## config.mk

```make
export PLATFORM = sky130hd
export DESIGN_NAME = xpeakdetect_flat
export DESIGN_NICKNAME = d
export VERILOG_FILES = /design/src/rtl/xpeakdetect_pkg.sv /design/src/rtl/xpeakdetect_if.sv /design/src/rtl/xpeakdetect_runqual.sv /design/src/rtl/xpeakdetect.sv /design/src/flat_wrapper.sv
export SDC_FILE = /design/constraint.sdc
export NUM_CORES = 1
export LEC_CHECK = 0
export BUFFER_PORTS_ARGS = -buffer_cell sky130_fd_sc_hd__buf_2
export CAP_MARGIN = 20
export CELL_PAD_IN_SITES_DETAIL_PLACEMENT = 1
export CELL_PAD_IN_SITES_GLOBAL_PLACEMENT = 2
export CORE_MARGIN = 8
export CORE_UTILIZATION = 36
export DETAILED_ROUTE_END_ITERATION = 12
export GPL_TIMING_DRIVEN = 0
export PLACE_DENSITY_LB_ADDON = 0.1
export SETUP_SLACK_MARGIN = 0.05
export SYNTH_ARGS = -nofsm -noshare
export SYNTH_HDL_FRONTEND = slang
export SYNTH_SLANG_ARGS = --single-unit
```

## constraint.sdc

```tcl
create_clock -name clk -period 5.29 [get_ports clk]
set_input_delay 1.058 -clock clk [delete_from_list [all_inputs] [get_ports clk]]
set_output_delay 1.058 -clock clk [all_outputs]
set_load 0.05 [all_outputs]
```

## src/rtl/xpeakdetect_pkg.sv

```systemverilog
// rtl/xpeakdetect_pkg.sv - shared state encoding and width helper for the peak detector
package xpeakdetect_pkg;

    typedef enum logic [1:0] {
        ST_IDLE    = 2'd0,
        ST_ARM     = 2'd1,
        ST_ACTIVE  = 2'd2,
        ST_RELEASE = 2'd3
    } pd_state_e;

    function automatic int pd_clog2(input int v);
        int r;
        r = 0;
        for (int i = 0; i < 31; i++) begin
            if ((1 << i) < v) r = i + 1;
        end
        return r;
    endfunction

endpackage

```

## src/rtl/xpeakdetect_if.sv

```systemverilog
// rtl/xpeakdetect_if.sv - sample stream, thresholds and event report bundle
interface xpeakdetect_if #(
    parameter int BWID   = 22,
    parameter int NLEN_W = 16
);
    logic [BWID-1:0]   iv_data;
    logic              i_nd;
    logic [BWID-1:0]   iv_thr_hi;
    logic [BWID-1:0]   iv_thr_lo;
    logic [BWID-1:0]   ov_peak;
    logic [NLEN_W-1:0] ov_peak_idx;
    logic [NLEN_W-1:0] ov_len;
    logic              o_dv;
    logic              o_active;

    modport master (
        output iv_data, i_nd, iv_thr_hi, iv_thr_lo,
        input  ov_peak, ov_peak_idx, ov_len, o_dv, o_active
    );

    modport slave (
        input  iv_data, i_nd, iv_thr_hi, iv_thr_lo,
        output ov_peak, ov_peak_idx, ov_len, o_dv, o_active
    );
endinterface

```

## src/rtl/xpeakdetect_runqual.sv

```systemverilog
// rtl/xpeakdetect_runqual.sv - consecutive-qualifier run counter, shared by arm and release runs
module xrunqual
    import xpeakdetect_pkg::*;
#(
    parameter int NHOLD = 4
) (
    input  logic clk,
    input  logic rst,
    input  logic step_i,
    input  logic qualify_i,
    input  logic clear_i,
    output logic done_o
);
    localparam int CW = pd_clog2(NHOLD + 1);
    localparam logic [CW-1:0] HOLD = CW'(NHOLD);

    logic [CW-1:0] cnt_q, cnt_d, base;

    // clear_i makes the current step the first sample of a fresh run
    always_comb begin
        base   = clear_i ? '0 : cnt_q;
        cnt_d  = cnt_q;
        done_o = 1'b0;
        if (step_i) begin
            if (!qualify_i) begin
                cnt_d = '0;
            end else begin
                cnt_d  = (base >= HOLD) ? HOLD : base + 1'b1;
                done_o = (cnt_d == HOLD);
            end
        end
    end

    always_ff @(posedge clk) begin
        if (rst) cnt_q <= '0;
        else     cnt_q <= cnt_d;
    end

endmodule

```

## src/rtl/xpeakdetect.sv

```systemverilog
// rtl/xpeakdetect.sv - hysteresis event detector reporting peak, peak offset and event length
module xpeakdetect
    import xpeakdetect_pkg::*;
#(
    parameter int BWID   = 22,
    parameter int NHOLD  = 4,
    parameter int NLEN_W = 16
) (
    input  logic          clk,
    input  logic          rst,
    xpeakdetect_if.slave  bus
);
    localparam logic [NLEN_W-1:0] LEN_MAX = '1;

    pd_state_e state_q, state_d;

    logic [NLEN_W-1:0]      len_q, len_d, idx_q, idx_d, len_inc;
    logic [NLEN_W-1:0]      rep_len_q, rep_idx_q;
    logic signed [BWID-1:0] smp, thr_hi, thr_lo;
    logic signed [BWID-1:0] peak_q, peak_d, rep_peak_q;
    logic                   above, below, greater, report;
    logic                   rq_qual, rq_clear, rq_done;
    logic                   dv_q, active_q;

    assign smp     = $signed(bus.iv_data);
    assign thr_hi  = $signed(bus.iv_thr_hi);
    assign thr_lo  = $signed(bus.iv_thr_lo);
    assign above   = smp > thr_hi;
    assign below   = smp < thr_lo;
    assign greater = smp > peak_q;
    assign len_inc = (len_q == LEN_MAX) ? len_q : len_q + 1'b1;

    xrunqual #(.NHOLD(NHOLD)) u_runqual (
        .clk       (clk),
        .rst       (rst),
        .step_i    (bus.i_nd),
        .qualify_i (rq_qual),
        .clear_i   (rq_clear),
        .done_o    (rq_done)
    );

    always_comb begin
        state_d  = state_q;
        len_d    = len_q;
        idx_d    = idx_q;
        peak_d   = peak_q;
        rq_qual  = 1'b0;
        rq_clear = 1'b0;
        report   = 1'b0;

        // Offset of the current sample is the pre-increment length, which saturates with len
        if (bus.i_nd && state_q != ST_IDLE) begin
            len_d = len_inc;
            if (greater) begin
                peak_d = smp;
                idx_d  = len_q;
            end
        end

        case (state_q)
            ST_IDLE: begin
                rq_qual  = above;
                rq_clear = 1'b1;
                if (bus.i_nd && above) begin
                    len_d   = NLEN_W'(1);
                    idx_d   = '0;
                    peak_d  = smp;
                    state_d = rq_done ? ST_ACTIVE : ST_ARM;
                end
            end
            ST_ARM: begin
                rq_qual = above;
                if (bus.i_nd) begin
                    if (!above)       state_d = ST_IDLE;
                    else if (rq_done) state_d = ST_ACTIVE;
                end
            end
            ST_ACTIVE: begin
                rq_qual  = below;
                rq_clear = 1'b1;
                if (bus.i_nd && below) begin
                    if (rq_done) begin
                        report  = 1'b1;
                        state_d = ST_IDLE;
                    end else begin
                        state_d = ST_RELEASE;
                    end
                end
            end
            ST_RELEASE: begin
                rq_qual = below;
                if (bus.i_nd) begin
                    if (!below) begin
                        state_d = ST_ACTIVE;
                    end else if (rq_done) begin
                        report  = 1'b1;
                        state_d = ST_IDLE;
                    end
                end
            end
            default: state_d = ST_IDLE;
        endcase
    end

    always_ff @(posedge clk) begin
        if (rst) begin
            state_q    <= ST_IDLE;
            len_q      <= '0;
            idx_q      <= '0;
            peak_q     <= '0;
            rep_len_q  <= '0;
            rep_idx_q  <= '0;
            rep_peak_q <= '0;
            dv_q       <= 1'b0;
            active_q   <= 1'b0;
        end else begin
            state_q  <= state_d;
            len_q    <= len_d;
            idx_q    <= idx_d;
            peak_q   <= peak_d;
            dv_q     <= report;
            active_q <= (state_d == ST_ACTIVE) || (state_d == ST_RELEASE);
            if (report) begin
                rep_len_q  <= len_d;
                rep_idx_q  <= idx_d;
                rep_peak_q <= peak_d;
            end
        end
    end

    assign bus.ov_peak     = rep_peak_q;
    assign bus.ov_peak_idx = rep_idx_q;
    assign bus.ov_len      = rep_len_q;
    assign bus.o_dv        = dv_q;
    assign bus.o_active    = active_q;

endmodule

```

## src/flat_wrapper.sv

```systemverilog
// flat-port wrapper written by rule: the top's interface ports become plain ports
module xpeakdetect_flat import xpeakdetect_pkg::*;
#(
    parameter int BWID   = 22,
    parameter int NHOLD  = 4,
    parameter int NLEN_W = 16
)
  (clk, rst, bus_iv_data, bus_i_nd, bus_iv_thr_hi, bus_iv_thr_lo, bus_ov_peak, bus_ov_peak_idx, bus_ov_len, bus_o_dv, bus_o_active);
  xpeakdetect_if #(.BWID(BWID), .NLEN_W(NLEN_W)) bus_i ();
  input  logic clk;
  input  logic rst;
  input wire logic [$bits(bus_i.iv_data)-1:0] bus_iv_data;
  input wire logic [$bits(bus_i.i_nd)-1:0] bus_i_nd;
  input wire logic [$bits(bus_i.iv_thr_hi)-1:0] bus_iv_thr_hi;
  input wire logic [$bits(bus_i.iv_thr_lo)-1:0] bus_iv_thr_lo;
  output wire logic [$bits(bus_i.ov_peak)-1:0] bus_ov_peak;
  output wire logic [$bits(bus_i.ov_peak_idx)-1:0] bus_ov_peak_idx;
  output wire logic [$bits(bus_i.ov_len)-1:0] bus_ov_len;
  output wire logic [$bits(bus_i.o_dv)-1:0] bus_o_dv;
  output wire logic [$bits(bus_i.o_active)-1:0] bus_o_active;
  assign bus_i.iv_data = bus_iv_data;
  assign bus_i.i_nd = bus_i_nd;
  assign bus_i.iv_thr_hi = bus_iv_thr_hi;
  assign bus_i.iv_thr_lo = bus_iv_thr_lo;
  assign bus_ov_peak = bus_i.ov_peak;
  assign bus_ov_peak_idx = bus_i.ov_peak_idx;
  assign bus_ov_len = bus_i.ov_len;
  assign bus_o_dv = bus_i.o_dv;
  assign bus_o_active = bus_i.o_active;
  xpeakdetect #(.BWID(BWID), .NHOLD(NHOLD), .NLEN_W(NLEN_W)) u_core (.clk(clk), .rst(rst), .bus(bus_i));
endmodule
```

==> Yosys cells after proc, flatten, opt, wreduce, memory -nomap -nowiden <==
Cells that the tools add are included.
{ "word_totals": {"input_bits": 69, "latchBits": 0, "rom_bits": 0, "ramBits": 0, "ff_bits": 115, "memories": 0, "output_inout_bits": 56, "wordCells": 67} }
{ "op_classes": {"eq_ne": 7, "n_reduce_logical": 9, "n_div": 0, "bitwise": 0, "n_lt_le_gt_ge": 4, "muxes": 35, "n_addsub": 2, "mul": 0, "shifts": 0} }
{ "op_table": {"columns": ["op", "count"], "rows": [
  ["2-to-1 mux 16 bit", 8],
  ["2-to-1 mux 22 bit", 4],
  ["> comparator 22 bit", 2],
  ["less-than comparator 22 bit", 1],
  ["2-to-1 mux 2 bit", 10],
  ["adder 16 x 1 -> 16 bit (second input constant)", 1],
  ["== test 16 bit (second input constant)", 1],
  ["2-to-1 mux 3 bit", 3],
  ["== test 2 bit (second input constant)", 4],
  ["case mux 2 bit (4 select lines)", 1],
  ["2-to-1 mux 1 bit", 7],
  ["OR reduction 2 bit", 3],
  ["case mux 1 bit (2 select lines)", 2],
  ["adder 3 x 1 -> 3 bit (second input constant)", 1],
  ["== test 3 bit (second input constant)", 1],
  [">= comparator 3 bit (second input constant)", 1],
  ["logical AND 1 bit", 3],
  ["== test 2 x 1 -> 1 bit (second input constant)", 1],
  ["zero test 2 bit", 1],
  ["nonzero test 2 bit", 1],
  ["logical OR 1 bit", 1]
]} }

==> Longest topological paths before layout <==
Gate-level depths: netlist of the first run.
{ "logic_depth": {"ltp_word": 15, "ltp_mapped": 12, "ltp_nobuf": 9} }

==> Cells and area by module <==
From an unflattened synthesis of the first run, not the netlist that was laid out.
{ "hier_totals": {"hier_cells": 774, "hier_area_um2": 6547.5} }
{ "by_module_without_submodules": {"columns": ["module", "cells_each", "n_inst", "seq_area_each_um2", "area_per_inst_um2"], "rows": [
  ["xpeakdetect", 753, 1, 2242.2, 6347.3],
  ["xrunqual", 21, 1, 60.1, 200.2]
]} }

==> Worst setup path before layout of the first run <==
No wires, ideal clock.
{ "synth_timing": {"path_type": "input to register", "start": "in bus_iv_thr_lo[21]", "end": "reg u_core.rep_peak_q[10] (netlist: u_core.bus.ov_peak[10])", "cell_stages": 11, "setup_slack_ps": 2026, "arrival_ps": 3131, "required_ps": 5157, "n_path_buf": 2, "setup_time_ps": 133, "cell_sequence": "inv_1 -> ha_1 -> or3b_1 -> a211o_1 -> a21oi_1 -> o211ai_1 -> a211oi_2 -> or2_1 -> buf_2 -> buf_2 -> o221ai_1"} }
{ "synth_via": {"elab_chain_cells": 8, "elab_cells_between_ends": 10, "cone_classes": "order compare (1); mux (8); reduce/logical (1)"} }
{ "synth_lines": {"columns": ["item", "line_no", "source"], "rows": [
  ["start, declared", "flat_wrapper.sv:15", "input wire logic [$bits(bus_i.iv_thr_lo)-1:0] bus_iv_thr_lo;"],
  ["less-than comparator 22 bit (*)", "xpeakdetect.sv:29", "assign below = smp < thr_lo;"],
  ["case mux 1 bit (2 select lines)", "xpeakdetect.sv:60", "case (state_q)"],
  ["2-to-1 mux 1 bit", "xpeakdetect_runqual.sv:25", "if (!qualify_i) begin"],
  ["2-to-1 mux 1 bit", "xpeakdetect_runqual.sv:24", "if (step_i) begin"],
  ["2-to-1 mux 1 bit", "xpeakdetect.sv:82, xpeakdetect.sv:95", null],
  ["2-to-1 mux 1 bit", "xpeakdetect.sv:93", "if (!below) begin"],
  ["2-to-1 mux 1 bit", "xpeakdetect.sv:92", "if (bus.i_nd) begin"],
  ["case mux 1 bit (2 select lines) (*)", "xpeakdetect.sv:60", null],
  ["end signal, assigned", "xpeakdetect.sv:126", "rep_peak_q <= peak_d;"],
  ["end, declared", "xpeakdetect.sv:20", "logic signed [BWID-1:0] peak_q, peak_d, rep_peak_q;"]
]} }
Every way passes the cells marked *; elsewhere a longest branch is shown, timed or not.
A chain may end at the register's enable or synchronous reset.

==> Worst setup path after layout of the first run <==
{ "layout_timing": {"start": "in bus_iv_data[21]", "end": "reg u_core.rep_peak_q[4] (netlist: u_core.bus.ov_peak[4])"} }
{ "layout_via": {"elab_chain_cells": 8, "elab_cells_between_ends": 17, "cone_classes": "order compare (3); mux (12); reduce/logical (2)"} }
{ "layout_lines": {"columns": ["item", "line_no", "source"], "rows": [
  ["start, declared", "flat_wrapper.sv:12", "input wire logic [$bits(bus_i.iv_data)-1:0] bus_iv_data;"],
  ["less-than comparator 22 bit or > comparator 22 bit (tied branches)", "xpeakdetect.sv:29, xpeakdetect.sv:28", null],
  ["case mux 1 bit (2 select lines)", "xpeakdetect.sv:60", null],
  ["2-to-1 mux 1 bit", "xpeakdetect_runqual.sv:25", null],
  ["2-to-1 mux 1 bit", "xpeakdetect_runqual.sv:24", null],
  ["2-to-1 mux 1 bit", "xpeakdetect.sv:82, xpeakdetect.sv:95", null],
  ["2-to-1 mux 1 bit", "xpeakdetect.sv:93", null],
  ["2-to-1 mux 1 bit", "xpeakdetect.sv:92", null],
  ["case mux 1 bit (2 select lines)", "xpeakdetect.sv:60", null]
]} }
Parallel ways exist; a longest one is shown, timed or not.

==> impl_metrics.yaml, run 1 <==
status:
  status: "complete, no violations"
critical_path:
  worst_path_largest_cell_delay_ps: 700
  rrSetupSlack_ps: 2170
  r2r-start: "u_core.peak_q[3]"
  cp_slowest_cell: "a211oi_2"
  crit_chain: "buf_2, ha_1, or3b_1, o22ai_1, a311o_1, o211ai_1, a211oi_2, clkbuf_1, nand4_1, o221ai_1"
  worst-path-buf-inv: 2
  cp-startpoint: "bus_iv_data[21]"
  crit_path_end_kind: "register"
  required_ps: 5630
  cp_top_family: "compound AO/OA/AOI/OAI gates"
  setup.worst_path.end: "u_core.bus.ov_peak[4]"
  cp.arrival_ps: 3920
  worst-setup-path-type: "input pin to register"
  r2r_cells: 11
  path_max_fanout: 10
  timing.rr.end: "u_core.bus.ov_peak[21]"
  start_kind: "input pin"
  cp.depth: 10
finish:
  layout_common_cells: "134 x buf_2, 115 x dfxtp_1, 105 x inv_1, 67 x ha_1, 51 x a21oi_1"
  final_common_cell: "buf_2"
  final_nets: 1030
  antenna_cells: 0
  drive_gt1_share_pct: 21.6
  area_growth_pct: 23.4
  fin_util_pct: 45.1
sta:
  setup_viol: 0
  tns_ps: 0
  fmax_ghz: 0.279
  max_slew_margin_pct: 35.1
  rsz0062_at_grt: "false"
  finalClockSkew_ps: 7.28
  tightest_slew_ps: 973
  min_period_ps: 3580
  report.final.hold_viol_count: 0
  final_max_slew_viol_count: 0
  period_share_pct: 67.7
placement:
  dp_hpwl_um: 16600
  gp_congestion: 0.772
  io_buffer_count: 123
logic_synthesis:
  yosysUniqueCellTypes: 60
  postSynthCellCount: 752
  syn_area_um2: 6550
  ys_ff_latch: 115
  syn_area_per_cell_um2: 8.71
  synth_edf_count: 0
  synth-main-ff-cell: "dfxtp_1"
  yosys_warnings: 0
  async_flop_share_pct: 0
  synth.net_count: 888
  ys_seq_area_share_pct: 35.1
cts:
  clockBufferDepth: 2
  clock-sinks: 115
  htree_levels: 4
  cts_tree: "built"
  cts_buffers: 17
  cts_resized: 0
  post_cts.repair.setup_buffers: 0
  hold_buffers: 0
  cts.clk_slew.worst_paths_ps: 60
  clk_latency_ps: 420
  root_buffer: "clkbuf_16"
grt:
  grt_max_degree: 17
  grt_overflow: 0
  grtUsageTotal_pct: 19.0
  grt_pass1_wl_um: 33900
  grt_pass1_vias: 6579
  antenna_found_initial: 0
drt:
  dr.first_iter.drc_count: 214
  drt_drc_violations_left: 0
  wirelength_um: 21200
  ant_nets: 0
  wl_per_cell_um: 18.7
  via_per_inst: 5.41
  vias: 6140
  drt_pass1_iterations: 4
worst_hold_path:
  hold_path_class: "register to register"
floorplanning:
  io_pins: 125
  coreArea_um2: 17900
  start_util_pct: 36.6
  die_h_um: 151
  die_width_um: 151
  rows: 49
  die_area_um2: 22800
power:
  ir_worst_vdd_mv: 0.229
  leakage_nw: 3.67
  power_density_nw_per_um2: 306
flow_run:
  maxCapViolations: 0
==> flip-flops by register name (all words and copies together) (netlist names) <==
| name | flops |
|---|---|
| u_core.idx_q | 16 |
| u_core.len_q | 16 |
| u_core.u_runqual.cnt_q | 3 |
| u_core.bus.o_active | 1 |
| u_core.bus.ov_peak | 22 |
| u_core.bus.ov_len | 16 |
| u_core.bus.ov_peak_idx | 16 |
| u_core.state_q | 2 |
| u_core.peak_q | 22 |
| u_core.bus.o_dv | 1 |
==> worst min path at each step <==
| stage | start | end | slack [ps] | depth (start not counted) |
|---|---|---|---|---|
| floorplan | u_core.u_runqual.cnt_q[1] | u_core.u_runqual.cnt_q[1] | 430 | 1 |
| global placement | u_core.u_runqual.cnt_q[1] | u_core.u_runqual.cnt_q[1] | 450 | 1 |
| detailed placement | u_core.u_runqual.cnt_q[1] | u_core.u_runqual.cnt_q[1] | 460 | 1 |
| CTS | u_core.u_runqual.cnt_q[1] | u_core.u_runqual.cnt_q[1] | 480 | 1 |
| global route | u_core.bus.ov_len[4] | u_core.bus.ov_len[4] | 490 | 1 |
| finish | u_core.u_runqual.cnt_q[1] | u_core.u_runqual.cnt_q[1] | 470 | 1 |
==> cell families (layout without fill, tap and decap cells) <==
kind of cell,count (synthesis),count (layout),share of synthesized area [%]
compound gates,207,207,23.2
simple gates,199,199,17.7
buf+inv,149,303,9.09
flops,115,115,35.1
fa+ha+maj,67,67,12.8
xor+xnor,12,12,1.60
mux,3,3,0.458
==> metrics by stage <==
| stage | setup WS [ps] | power (mW) | hold slack, ps | instances | cell area, µm² |
|---|---|---|---|---|---|
| after CTS | 1630 | 2.49 | 478 | 1135 | 8080 |
| final | 1710 | 2.47 | 475 | 1135 | 8080 |
| after detailed placement | 1200 | 1.25 | 462 | 1104 | 7450 |
| after floorplan | 2030 | 1.13 | 434 | 752 | 6550 |
| after global routing | 1430 | 2.58 | 494 | 1135 | 8080 |
| after global placement | 1280 | 1.23 | 445 | 1104 | 7450 |
==> synthesized netlist by cell type, drive strengths merged (4+ instances only) <==
master    n  area, µm²
a211oi    7       75.1
a21boi    6       45.0
a21o      6       45.0
a21oi    52        272
and2      4       25.0
and3     19        119
buf      15       92.6
clkbuf   29        109
dfxtp   115       2300
ha       67        838
inv     105        394
nand2    43        161
nand3    30        150
nand4    37        246
nor2     21       81.3
nor3     20        190
nor4      8       65.1
o211ai    6       45.0
o21a     17        203
o21ai    40        200
o221ai   22        193
o22a     31        272
or2       4       25.0
xnor2    11       96.3
==> power breakdown <==
group	switching [mW]	internal, mW	total (mW)
Sequential	0.0159	0.885	0.901
Combinational	0.211	0.118	0.329
Clock	0.451	0.793	1.24
Total	0.678	1.80	2.47
==> metal layers <==
metal | share of wire [%] | vias up | GRT usage [%] | wire (µm)
met5 | 0 | - | 0 | 0
li1 | - | 2991 | - | -
met4 | 2.2 | 0 | 6.78 | 468
met1 | 42 | 3000 | 21.4 | 8870
met2 | 52 | 119 | 34.9 | 11100
met3 | 3.9 | 30 | 3.53 | 822
==> final cells by class <==
| type | count | area (µm²) |
|---|---|---|
| clock buffers | 17 | 425 |
| inverters | 105 | 394 |
| flip-flops and latches | 115 | 2300 |
| fillers | 2167 | 9820 |
| repair buffers | 123 | 616 |
| clock inverters | 14 | 205 |
| plain buffers | 44 | 201 |
| multi-input cells | 488 | 3650 |
| well taps | 229 | 287 |
Power figures use the tool's default switching activity.
==> inputs of run 2 (changes only) <==
--- a/config.mk
+++ b/config.mk
@@ -5,12 +5,13 @@
 export SDC_FILE = /design/constraint.sdc
 export NUM_CORES = 1
 export LEC_CHECK = 0
+export ABC_AREA = 1
 export BUFFER_PORTS_ARGS = -buffer_cell sky130_fd_sc_hd__buf_2
 export CAP_MARGIN = 20
 export CELL_PAD_IN_SITES_DETAIL_PLACEMENT = 1
 export CELL_PAD_IN_SITES_GLOBAL_PLACEMENT = 2
 export CORE_MARGIN = 8
-export CORE_UTILIZATION = 36
+export CORE_UTILIZATION = 31
 export DETAILED_ROUTE_END_ITERATION = 12
 export GPL_TIMING_DRIVEN = 0
 export PLACE_DENSITY_LB_ADDON = 0.1
==> constraint.sdc (replaced) <==
create_clock -name clk -period 3.7 [get_ports clk]
set_input_delay 0.74 -clock clk [delete_from_list [all_inputs] [get_ports clk]]
set_output_delay 0.74 -clock clk [all_outputs]
set_load 0.05 [all_outputs]
==> impl_metrics.yaml, run 2 <==
cts:
  cts.clk_slew.worst_paths_ps: 60
  post_cts.repair.setup_buffers: 0
  clock-sinks: 115
  cts_tree: "built"
  cts_buffers: 17
  clockBufferDepth: 2
  clk_latency_ps: 420
  hold_buffers: 0
  root_buffer: "clkbuf_16"
  cts_resized: 0
  htree_levels: 4
power:
  leakage_nw: 5.72
  ir_worst_vdd_mv: 0.285
  pwr-share-seq_pct: 34.4
  power_frac_clock_pct: 49.5
  swShare_pct: 26.9
  p_int_mw: 2.78
  p_switching_mw: 1.02
  comb_power_share_pct: 16.0
  power_density_nw_per_um2: 431
  total_power_mw: 3.80
grt:
  grtUsageMet3_pct: 4.26
  antenna_found_initial: 2
  grt.met2_usage_pct: 23.2
  grt_pass1_wl_um: 34200
  grt_pass1_vias: 6724
  grt_overflow: 0
  gr-usage-met1_pct: 20.2
  grt-busiest-layer: "met2"
  grt_max_degree: 17
  grtUsageTotal_pct: 15.1
critical_path:
  worst-setup-path-type: "input pin to register"
  cp_slowest_cell: "ha_1"
  cp.arrival_ps: 3180
  required_ps: 4020
  crit_chain: "buf_2, ha_1, nand2_1, nor2_2, nand2_1, nor2_2, nand2_1, nand4_1, nand4_1, nand2_2, buf_2, or2_1, nand2_1, nand2_1, inv_1"
  start_kind: "input pin"
  worst_path_largest_cell_delay_ps: 380
  path_common_cell: "nand2_1"
  crit_path_end_kind: "register"
  path_max_fanout: 10
  r2r-start: "u_core.peak_q[5]"
  cp-startpoint: "bus_iv_data[21]"
logic_synthesis:
  synth_area_leaders: "dfxtp_1 32%, inv_1 16%, nand2_1 16%, ha_1 12%, nand3_1 4.1%"
  postSynthCellCount: 1090
  synth.net_count: 1226
  synth_edf_count: 0
  synth_top_cell_by_area: "dfxtp_1"
  yosysUniqueCellTypes: 33
  synth-main-ff-cell: "dfxtp_1"
  synth.most_common_cell: "inv_1"
  ys_seq_area_share_pct: 32.2
  synth_common_cells: "308 x inv_1, 305 x nand2_1, 115 x dfxtp_1, 69 x nor2_1, 67 x ha_1"
  ys_ff_latch: 115
  yosys_warnings: 0
  async_flop_share_pct: 0
  synth_top_area_share_pct: 32.2
  syn_area_per_cell_um2: 6.57
  syn_area_um2: 7160
sta:
  tns_ps: 0
  fmax_ghz: 0.350
  rsz0062_at_grt: "false"
  min_period_ps: 2860
  tightest_slew_ps: 528
  setup_viol: 0
  period_share_pct: 77.3
  final_max_slew_viol_count: 0
  setup_ws_ps: 840
  max_slew_margin_pct: 64.8
  report.final.hold_viol_count: 0
  holdWs_ps: 471
  finalClockSkew_ps: 7.46
floorplanning:
  coreArea_um2: 22600
  die_h_um: 168
  start_util_pct: 31.6
  io_pins: 125
  rows: 55
  die_width_um: 168
  die_area_um2: 28200
drt:
  drt_pass1_iterations: 4
  drt_drc_violations_left: 0
  via_per_inst: 4.26
  vias: 6519
  wl_per_cell_um: 13.4
  ant_nets: 0
  dr.first_iter.drc_count: 226
  wirelength_um: 20500
worst_hold_path:
  min_from: "u_core.u_runqual.cnt_q[0]"
  hold_path_class: "register to register"
flow_run:
  maxCapViolations: 0
placement:
  io_buffer_count: 124
  placed_cell_area_um2: 8140
  post-place-ws_ps: 351
  gp_congestion: 0.734
  dp_hpwl_um: 16400
finish:
  antenna_cells: 0
  area_growth_pct: 23.0
  fin_area_um2: 8810
  nFillCells: 2962
  drive_gt1_share_pct: 19.1
  final_common_cell: "inv_1"
  layout_common_cells: "308 x inv_1, 305 x nand2_1, 130 x buf_2, 115 x dfxtp_1, 69 x nor2_1"
  final_nets: 1369
status:
  status: "complete, no violations"
[run 2: metrics by stage]
stage / std cells / util [%]
3_5_place_dp: 1499 / 35.9
6_report: 1531 / 38.9
4_1_cts: 1531 / 38.9
5_1_grt: 1531 / 38.9
2_1_floorplan: 1090 / -
3_3_place_gp: 1499 / 35.9
[run 2: logic make-up after synthesis]
kind of cell	share of synthesized area, %
xor+xnor	1.59
flops	32.2
fa+ha+maj	11.7
compound gates	3.39
buf+inv	19.4
simple gates	31.8
[run 2: power by group through the flow]
stage                     Sequential, mW  Combinational (mW)  Clock (mW)
after CTS                           1.31               0.624        1.93
final                               1.31               0.610        1.88
after global placement              1.33               0.607           0
after detailed placement            1.34               0.619           0
after floorplan                     1.33               0.428           0
after global routing                1.31               0.716        1.99
[run 2: cell type report]
class,count,area [µm²],share of cell area (%)
Inverter,310,1160,13.2
Timing Repair Buffer,124,621,7.05
Sequential cell,115,2300,26.1
Multi-Input combinational cell,639,3470,39.4
Clock inverter,11,199,2.26
Tap cell,285,357,4.05
Buffer,26,225,2.56
Clock buffer,21,470,5.34
[run 2: path summary, 6_finish.rpt]
| check | end | slack (ps) | cells past startpoint |
|---|---|---|---|
| max | u_core.bus.ov_len[11] | 840 | 15 |
| min | u_core.u_runqual.cnt_q[0] | 470 | 2 |
| max reg2reg | u_core.bus.ov_peak[9] | 1000 | 16 |
| min reg2reg | u_core.u_runqual.cnt_q[0] | 470 | 2 |
[run 2: worst max-delay path, delay by kind of cell]
| family | cells | cell delay (ps) |
|---|---|---|
| buffers and inverters | 3 | 430 |
| adders and majority gates | 1 | 380 |
| and+or+nand+nor | 11 | 1610 |
[run 2: per-layer routing]
layer / wire (µm) / up-vias
li1: - / 3466
met5: 23 / -
met2: 8540 / 104
met1: 10700 / 2923
met3: 1050 / 22
met4: 214 / 4
